<file path="config.mk">
export PLATFORM = sky130hd
export DESIGN_NAME = mem_bus_arbiter_flat
export DESIGN_NICKNAME = d
export VERILOG_FILES = /design/src/rtl/mem_arb_pkg.sv /design/src/rtl/mem_bus_arbiter_if.sv /design/src/rtl/mem_bus_arbiter_rr_pick2.sv /design/src/rtl/mem_bus_arbiter.sv /design/src/flat_wrapper.sv
export SDC_FILE = /design/constraint.sdc
export NUM_CORES = 1
export LEC_CHECK = 0
export BUFFER_PORTS_ARGS = -buffer_cell sky130_fd_sc_hd__buf_2
export CORE_AREA = 4 4 233 235
export CTS_BUF_LIST = sky130_fd_sc_hd__clkbuf_2 sky130_fd_sc_hd__clkbuf_4 sky130_fd_sc_hd__clkbuf_8
export DETAILED_ROUTE_END_ITERATION = 12
export DIE_AREA = 0 0 237 239
export REMOVE_ABC_BUFFERS = 1
export SETUP_SLACK_MARGIN = 0.02
export SYNTH_ARGS = -nofsm -noshare
export SYNTH_HDL_FRONTEND = slang
export SYNTH_HIERARCHICAL = 1
export SYNTH_SLANG_ARGS = --single-unit
</file>
<file path="constraint.sdc">
create_clock -name clk -period 2.83 [get_ports clk]
set_clock_uncertainty 0.15 [all_clocks]
set_input_delay 0.566 -clock clk [delete_from_list [all_inputs] [get_ports clk]]
set_output_delay 0.566 -clock clk [all_outputs]
set_load 0.03 [all_outputs]
</file>
<file path="src/rtl/mem_arb_pkg.sv">
// Shared types and constants for the two-requester memory bus arbiter.
package mem_arb_pkg;

   localparam int ADDR_W = 64;
   localparam int DATA_W = 64;
   localparam int LEN_W  = 4;   // burst length encoded as beats-1

   typedef enum logic [1:0] {
      IDLE    = 2'd0,
      GRANT_I = 2'd1,
      GRANT_D = 2'd2
   } arb_state_e;

   typedef struct packed {
      logic              valid;
      logic [ADDR_W-1:0] addr;
      logic [LEN_W-1:0]  len;
      logic              wvalid;
      logic [DATA_W-1:0] wdata;
   } req_t;

   typedef struct packed {
      logic              ready;
      logic              last;
      logic [DATA_W-1:0] rdata;
   } resp_t;

   // A completed beat is inconsistent with the requested length when the final
   // beat arrives early/late, or a non-final beat arrives once the count is used up.
   function automatic logic burst_len_error(input logic             last,
                                            input logic [LEN_W-1:0] cnt,
                                            input logic [LEN_W-1:0] len);
      return last ? (cnt != len) : (cnt == len);
   endfunction

endpackage

</file>
<file path="src/rtl/mem_bus_arbiter_if.sv">
// One request/response bus channel. The side issuing requests uses the master
// modport; the side answering them uses the slave modport.
interface mem_bus_arbiter_if;
   import mem_arb_pkg::*;

   req_t  req;
   resp_t resp;

   modport master (output req, input resp);
   modport slave  (input req, output resp);

endinterface

</file>
<file path="src/rtl/mem_bus_arbiter_rr_pick2.sv">
// Two-way round-robin select: a lone valid wins outright, a tie goes to the
// side named by prio_d (1 = dbus preferred, 0 = ibus preferred).
module rr_pick2 (
   input  logic valid_i,
   input  logic valid_d,
   input  logic prio_d,
   output logic sel_i,
   output logic sel_d
);

   // Combinational pick; at most one select is ever high.
   always_comb begin
      sel_i = 1'b0;
      sel_d = 1'b0;
      if (valid_i && valid_d) begin
         if (prio_d) sel_d = 1'b1;
         else        sel_i = 1'b1;
      end else if (valid_i) begin
         sel_i = 1'b1;
      end else if (valid_d) begin
         sel_d = 1'b1;
      end
   end

endmodule

</file>
<file path="src/rtl/mem_bus_arbiter.sv">
// Shares one downstream memory port between the ibus and dbus requesters.
// Whole bursts are granted round-robin; the grant is registered and held until
// the downstream reports the last beat. Data paths are muxes on the registered
// grant, so beats pass through with no added latency.
module mem_bus_arbiter
   import mem_arb_pkg::*;
(
   input  logic              clk,
   input  logic              reset,
   mem_bus_arbiter_if.slave  ibus,
   mem_bus_arbiter_if.slave  dbus,
   mem_bus_arbiter_if.master mbus,
   output logic              err
);

   arb_state_e       state_q, state_d;
   logic             prio_d_q, prio_d_d;     // 1: dbus wins the next tie
   logic [LEN_W-1:0] beat_cnt_q, beat_cnt_d;
   logic             err_q, err_d;
   logic             sel_i, sel_d;
   req_t             gnt_req;

   rr_pick2 u_pick (
      .valid_i (ibus.req.valid),
      .valid_d (dbus.req.valid),
      .prio_d  (prio_d_q),
      .sel_i   (sel_i),
      .sel_d   (sel_d)
   );

   // State register; reset returns grant, priority, count and error to idle values.
   always_ff @(posedge clk) begin
      if (reset) begin
         state_q    <= IDLE;
         prio_d_q   <= 1'b0;
         beat_cnt_q <= '0;
         err_q      <= 1'b0;
      end else begin
         state_q    <= state_d;
         prio_d_q   <= prio_d_d;
         beat_cnt_q <= beat_cnt_d;
         err_q      <= err_d;
      end
   end

   // Next-state: grant from IDLE, count beats, release and rotate priority on the last beat.
   always_comb begin
      state_d    = state_q;
      prio_d_d   = prio_d_q;
      beat_cnt_d = beat_cnt_q;
      err_d      = err_q;
      case (state_q)
         IDLE: begin
            if (sel_i)      state_d = GRANT_I;
            else if (sel_d) state_d = GRANT_D;
         end
         GRANT_I, GRANT_D: begin
            if (mbus.resp.ready) begin
               beat_cnt_d = beat_cnt_q + 1'b1;
               if (burst_len_error(mbus.resp.last, beat_cnt_q, gnt_req.len))
                  err_d = 1'b1;
               if (mbus.resp.last) begin
                  state_d    = IDLE;
                  beat_cnt_d = '0;
                  prio_d_d   = (state_q == GRANT_I);
               end
            end
         end
         default: state_d = IDLE;
      endcase
   end

   // Bus muxes on the registered grant; the ungranted side sees an all-zero response.
   always_comb begin
      gnt_req   = '0;
      ibus.resp = '0;
      dbus.resp = '0;
      case (state_q)
         GRANT_I: begin
            gnt_req        = ibus.req;
            gnt_req.valid  = 1'b1;     // held even if the requester drops valid mid-burst
            gnt_req.wvalid = 1'b0;     // instruction fetch never writes
            gnt_req.wdata  = '0;
            ibus.resp      = mbus.resp;
         end
         GRANT_D: begin
            gnt_req        = dbus.req;
            gnt_req.valid  = 1'b1;
            dbus.resp      = mbus.resp;
         end
         default: ;
      endcase
   end

   assign mbus.req = gnt_req;
   assign err      = err_q;

endmodule

</file>
<file path="src/flat_wrapper.sv">
// flat-port wrapper written by rule: the top's interface ports become plain ports
module mem_bus_arbiter_flat import mem_arb_pkg::*;
  (clk, reset, err, ibus_req, ibus_resp, dbus_req, dbus_resp, mbus_req, mbus_resp);
  mem_bus_arbiter_if ibus_i ();
  mem_bus_arbiter_if dbus_i ();
  mem_bus_arbiter_if mbus_i ();
  input  logic clk;
  input  logic reset;
  output logic err;
  input wire logic [$bits(ibus_i.req)-1:0] ibus_req;
  output wire logic [$bits(ibus_i.resp)-1:0] ibus_resp;
  input wire logic [$bits(dbus_i.req)-1:0] dbus_req;
  output wire logic [$bits(dbus_i.resp)-1:0] dbus_resp;
  output wire logic [$bits(mbus_i.req)-1:0] mbus_req;
  input wire logic [$bits(mbus_i.resp)-1:0] mbus_resp;
  assign ibus_i.req = ibus_req;
  assign ibus_resp = ibus_i.resp;
  assign dbus_i.req = dbus_req;
  assign dbus_resp = dbus_i.resp;
  assign mbus_req = mbus_i.req;
  assign mbus_i.resp = mbus_resp;
  mem_bus_arbiter u_core (.clk(clk), .reset(reset), .ibus(ibus_i), .dbus(dbus_i), .mbus(mbus_i), .err(err));
endmodule
</file>
==> flow_summary.json <==
{
  "rsz0062_at_grt": "true",
  "syn-instance-count": 370,
  "placedCellCount": 1561,
  "synth_area_sq_um": 2570,
  "vias_per_cell": 3.13,
  "min_from": "u_core/err",
  "die_h_um": 239,
  "final.setup.tns_ns": 0,
  "rr_worst_depth": 6,
  "finalNetCount": 1229,
  "route.vias.total": 4935,
  "drv_cap": 0,
  "reg2reg_slack_ns": 0.56,
  "slowest_stage": "ha_2",
  "die_area_sq_um": 56600,
  "syn_avg_cell_area_sq_um": 6.94,
  "cts.clk_slew.worst_paths_ns": 0.04,
  "p_leak_nw": 3.88,
  "cp_data_arrival_time_ns": 1.98,
  "drive_gt1_share_pct": 64.7,
  "grt_max_degree": 96,
  "portBuffers": 537,
  "io_pins": 603,
  "min_path_type": "reg2reg",
  "powerDensity_nw_per_um2": 228,
  "relSlewSlack_pct": 75.9,
  "min_period_ns": 2.70,
  "hold_end": "u_core/err",
  "grt_overflow_total": 0,
  "start_util_pct": 4.92,
  "peakVddDrop_v": 0.000168,
  "instances_no_fill": 1579,
  "cp-end-kind": "output port",
  "cts_root_buffer": "clkbuf_8",
  "setup_violations": 0,
  "worst_pin_slew_ns": 0.361,
  "first_global_vias": 4351,
  "r2r-end": "u_core/beat_cnt_q[2]",
  "worstHoldPathCells": 2,
  "maxSlewViolCount": 0,
  "drt_iter0_drc": 271,
  "syn2layout_area_growth_pct": 143,
  "fmax_mhz": 371,
  "htreeDepth": 1,
  "fin_area_sq_um": 6240,
  "cts_hold_buf": 0,
  "cts_buffers": 3,
  "hold_ws_ns": 0.359,
  "worst-path-max-fanout": 14,
  "hold_viol_final": 0,
  "clockBufferDepth": 2,
  "yosys_warnings": 6,
  "wl_um": 23400,
  "status": "complete, no violations",
  "antenna_found_initial": 34,
  "hpwl_um": 20900,
  "die_w_um": 237,
  "critical_path_class": "reg2out",
  "ys_types": 37,
  "post_dp_cell_area_sq_um": 6090,
  "cts_tree": "yes",
  "antenna_left": 0,
  "firstDrtPassIters": 4,
  "crit_required_ns": 2.11,
  "yosysSeqAreaShare_pct": 6.23,
  "track_usage_pct": 7.23,
  "coreArea_sq_um": 52200,
  "grt_pass1_wl_um": 30400,
  "place_congestion": 0.750,
  "ys_ff_latch": 8,
  "slowest_delay_ns": 0.37,
  "row_count": 84,
  "crit_chain": "inv_1, ha_2, and2_4, buf_4, a22o_1, buf_2",
  "clkLatencyLatePin_ns": 0.23,
  "cp-start-kind": "flop",
  "cts.sinks": 8,
  "worstReg2RegStart": "u_core/state_q[0]",
  "routedWlPerCell_um": 14.8,
  "period_share_pct": 95.3,
  "drcViolationCount": 0
}
-- cell usage after synthesis, drive strengths merged --
| cell | number | area (sq um) |
|---|---|---|
| and2 | 134 | 843 |
| a22o | 66 | 596 |
| and3 | 65 | 407 |
| clkbuf | 29 | 109 |
| buf | 17 | 90.1 |
| dfxtp | 8 | 160 |
| a21oi | 5 | 25.0 |
| inv | 5 | 18.8 |
| nor2 | 5 | 18.8 |
| ha | 4 | 50.1 |
| xnor2 | 4 | 57.6 |
| nand2 | 3 | 11.3 |
| o21ai | 3 | 15.0 |
| a21boi | 2 | 15.0 |
| a22oi | 2 | 15.0 |
| nand4 | 2 | 12.5 |
| nor3 | 2 | 10.0 |
| a211oi | 1 | 7.51 |
| a31oi | 1 | 6.26 |
| a32oi | 1 | 8.76 |
| a41o | 1 | 10.0 |
| and2b | 1 | 7.51 |
| mux2i | 1 | 10.0 |
| nand2b | 1 | 6.26 |
| nand3 | 1 | 5.00 |
| nand4b | 1 | 8.76 |
| nor2b | 1 | 6.26 |
| nor3b | 1 | 7.51 |
| o221ai | 1 | 15.0 |
| or3 | 1 | 6.26 |
| or4b | 1 | 10.0 |
-- critical path: cells and delay by family, from the launching register on --
| kind | cells | cell delay [ns] |
|---|---|---|
| compound gates | 1 | 0.15 |
| fa+ha+maj | 1 | 0.37 |
| simple gates | 1 | 0.30 |
| flops | 1 | 0.36 |
| buf+inv | 3 | 0.55 |
-- cell usage in the layout, fill, tap and decap left out, types with 4 or more instances in the layout --
master and n:
buf_2 537, and2_1 132, and3_1 65, a22o_1 64, buf_4 16, dfxtp_1 8, buf_12 6, inv_1 5
a21oi_1 5, nor2_1 5, diode_2 4
-- what timing repair did --
item,in CTS,in global routing
endpoints found under the hold margin,0,0
setup buffers,0,11
resized for setup,0,1
setup endpoints to repair,0,22
-- where the power goes --
part / internal [mW] / total (mW) / switching (mW)
clock network: 0.0920 / 0.135 / 0.0432
registers: 0.119 / 0.125 / 0.00604
logic: 0.422 / 1.16 / 0.741
total: 0.633 / 1.42 / 0.791
-- layer usage --
metal | routed length [um] | track usage (%)
met4 | 420 | 1.59
met2 | 10700 | 11.9
met3 | 3600 | 4.04
met1 | 8490 | 8.20
met5 | 245 | 0
-- state kept, by name (all words and copies together), names as in the netlist --
register	flops
u_core/state_q	2
u_core/err	1
u_core/beat_cnt_q	4
u_core/prio_d_q	1
-- through the flow --
step                utilization [%]  setup slack [ns]  power [mW]
detailed placement             11.7             0.311        1.29
floorplan                         -            -0.836       0.766
finish                         11.9             0.133        1.42
global placement               11.7             0.319        1.28
global route                   11.9            0.0103        1.53
CTS                            11.7            0.0531        1.43
-- worst max-delay path by stage --
stage	end	start	slack [ns]
floorplan	mbus_req[100]	u_core/state_q[0]	-0.84
finish	mbus_req[106]	u_core/state_q[0]	0.13
global placement	mbus_req[68]	u_core/state_q[1]	0.32
global route	mbus_req[88]	u_core/state_q[1]	0.01
detailed placement	mbus_req[68]	u_core/state_q[1]	0.31
CTS	mbus_req[68]	u_core/state_q[1]	0.05
-- kinds of logic (layout without fill, tap and decap cells) --
kind of cell	count (synthesis)	in the layout	synth area share, %
buffers and inverters	51	568	8.48
flip-flops	8	8	6.23
XOR/XNOR	4	4	2.24
multiplexers	1	1	0.390
adder cells (fa/ha/maj)	4	4	1.95
AND/OR/NAND/NOR	219	219	52.9
AO/OA/AOI/OAI	83	83	27.8
other	0	4	0
-- area by class of cell --
cell class | count | area [sq um]
timing repair buffer | 560 | 2940
fill | 6066 | 46000
multi-input combinational | 311 | 2210
sequential | 8 | 160
clock buffer | 3 | 41.3
inverter | 5 | 18.8
antenna | 4 | 10.0
tap | 688 | 861
(Power assumes the default switching activity.)
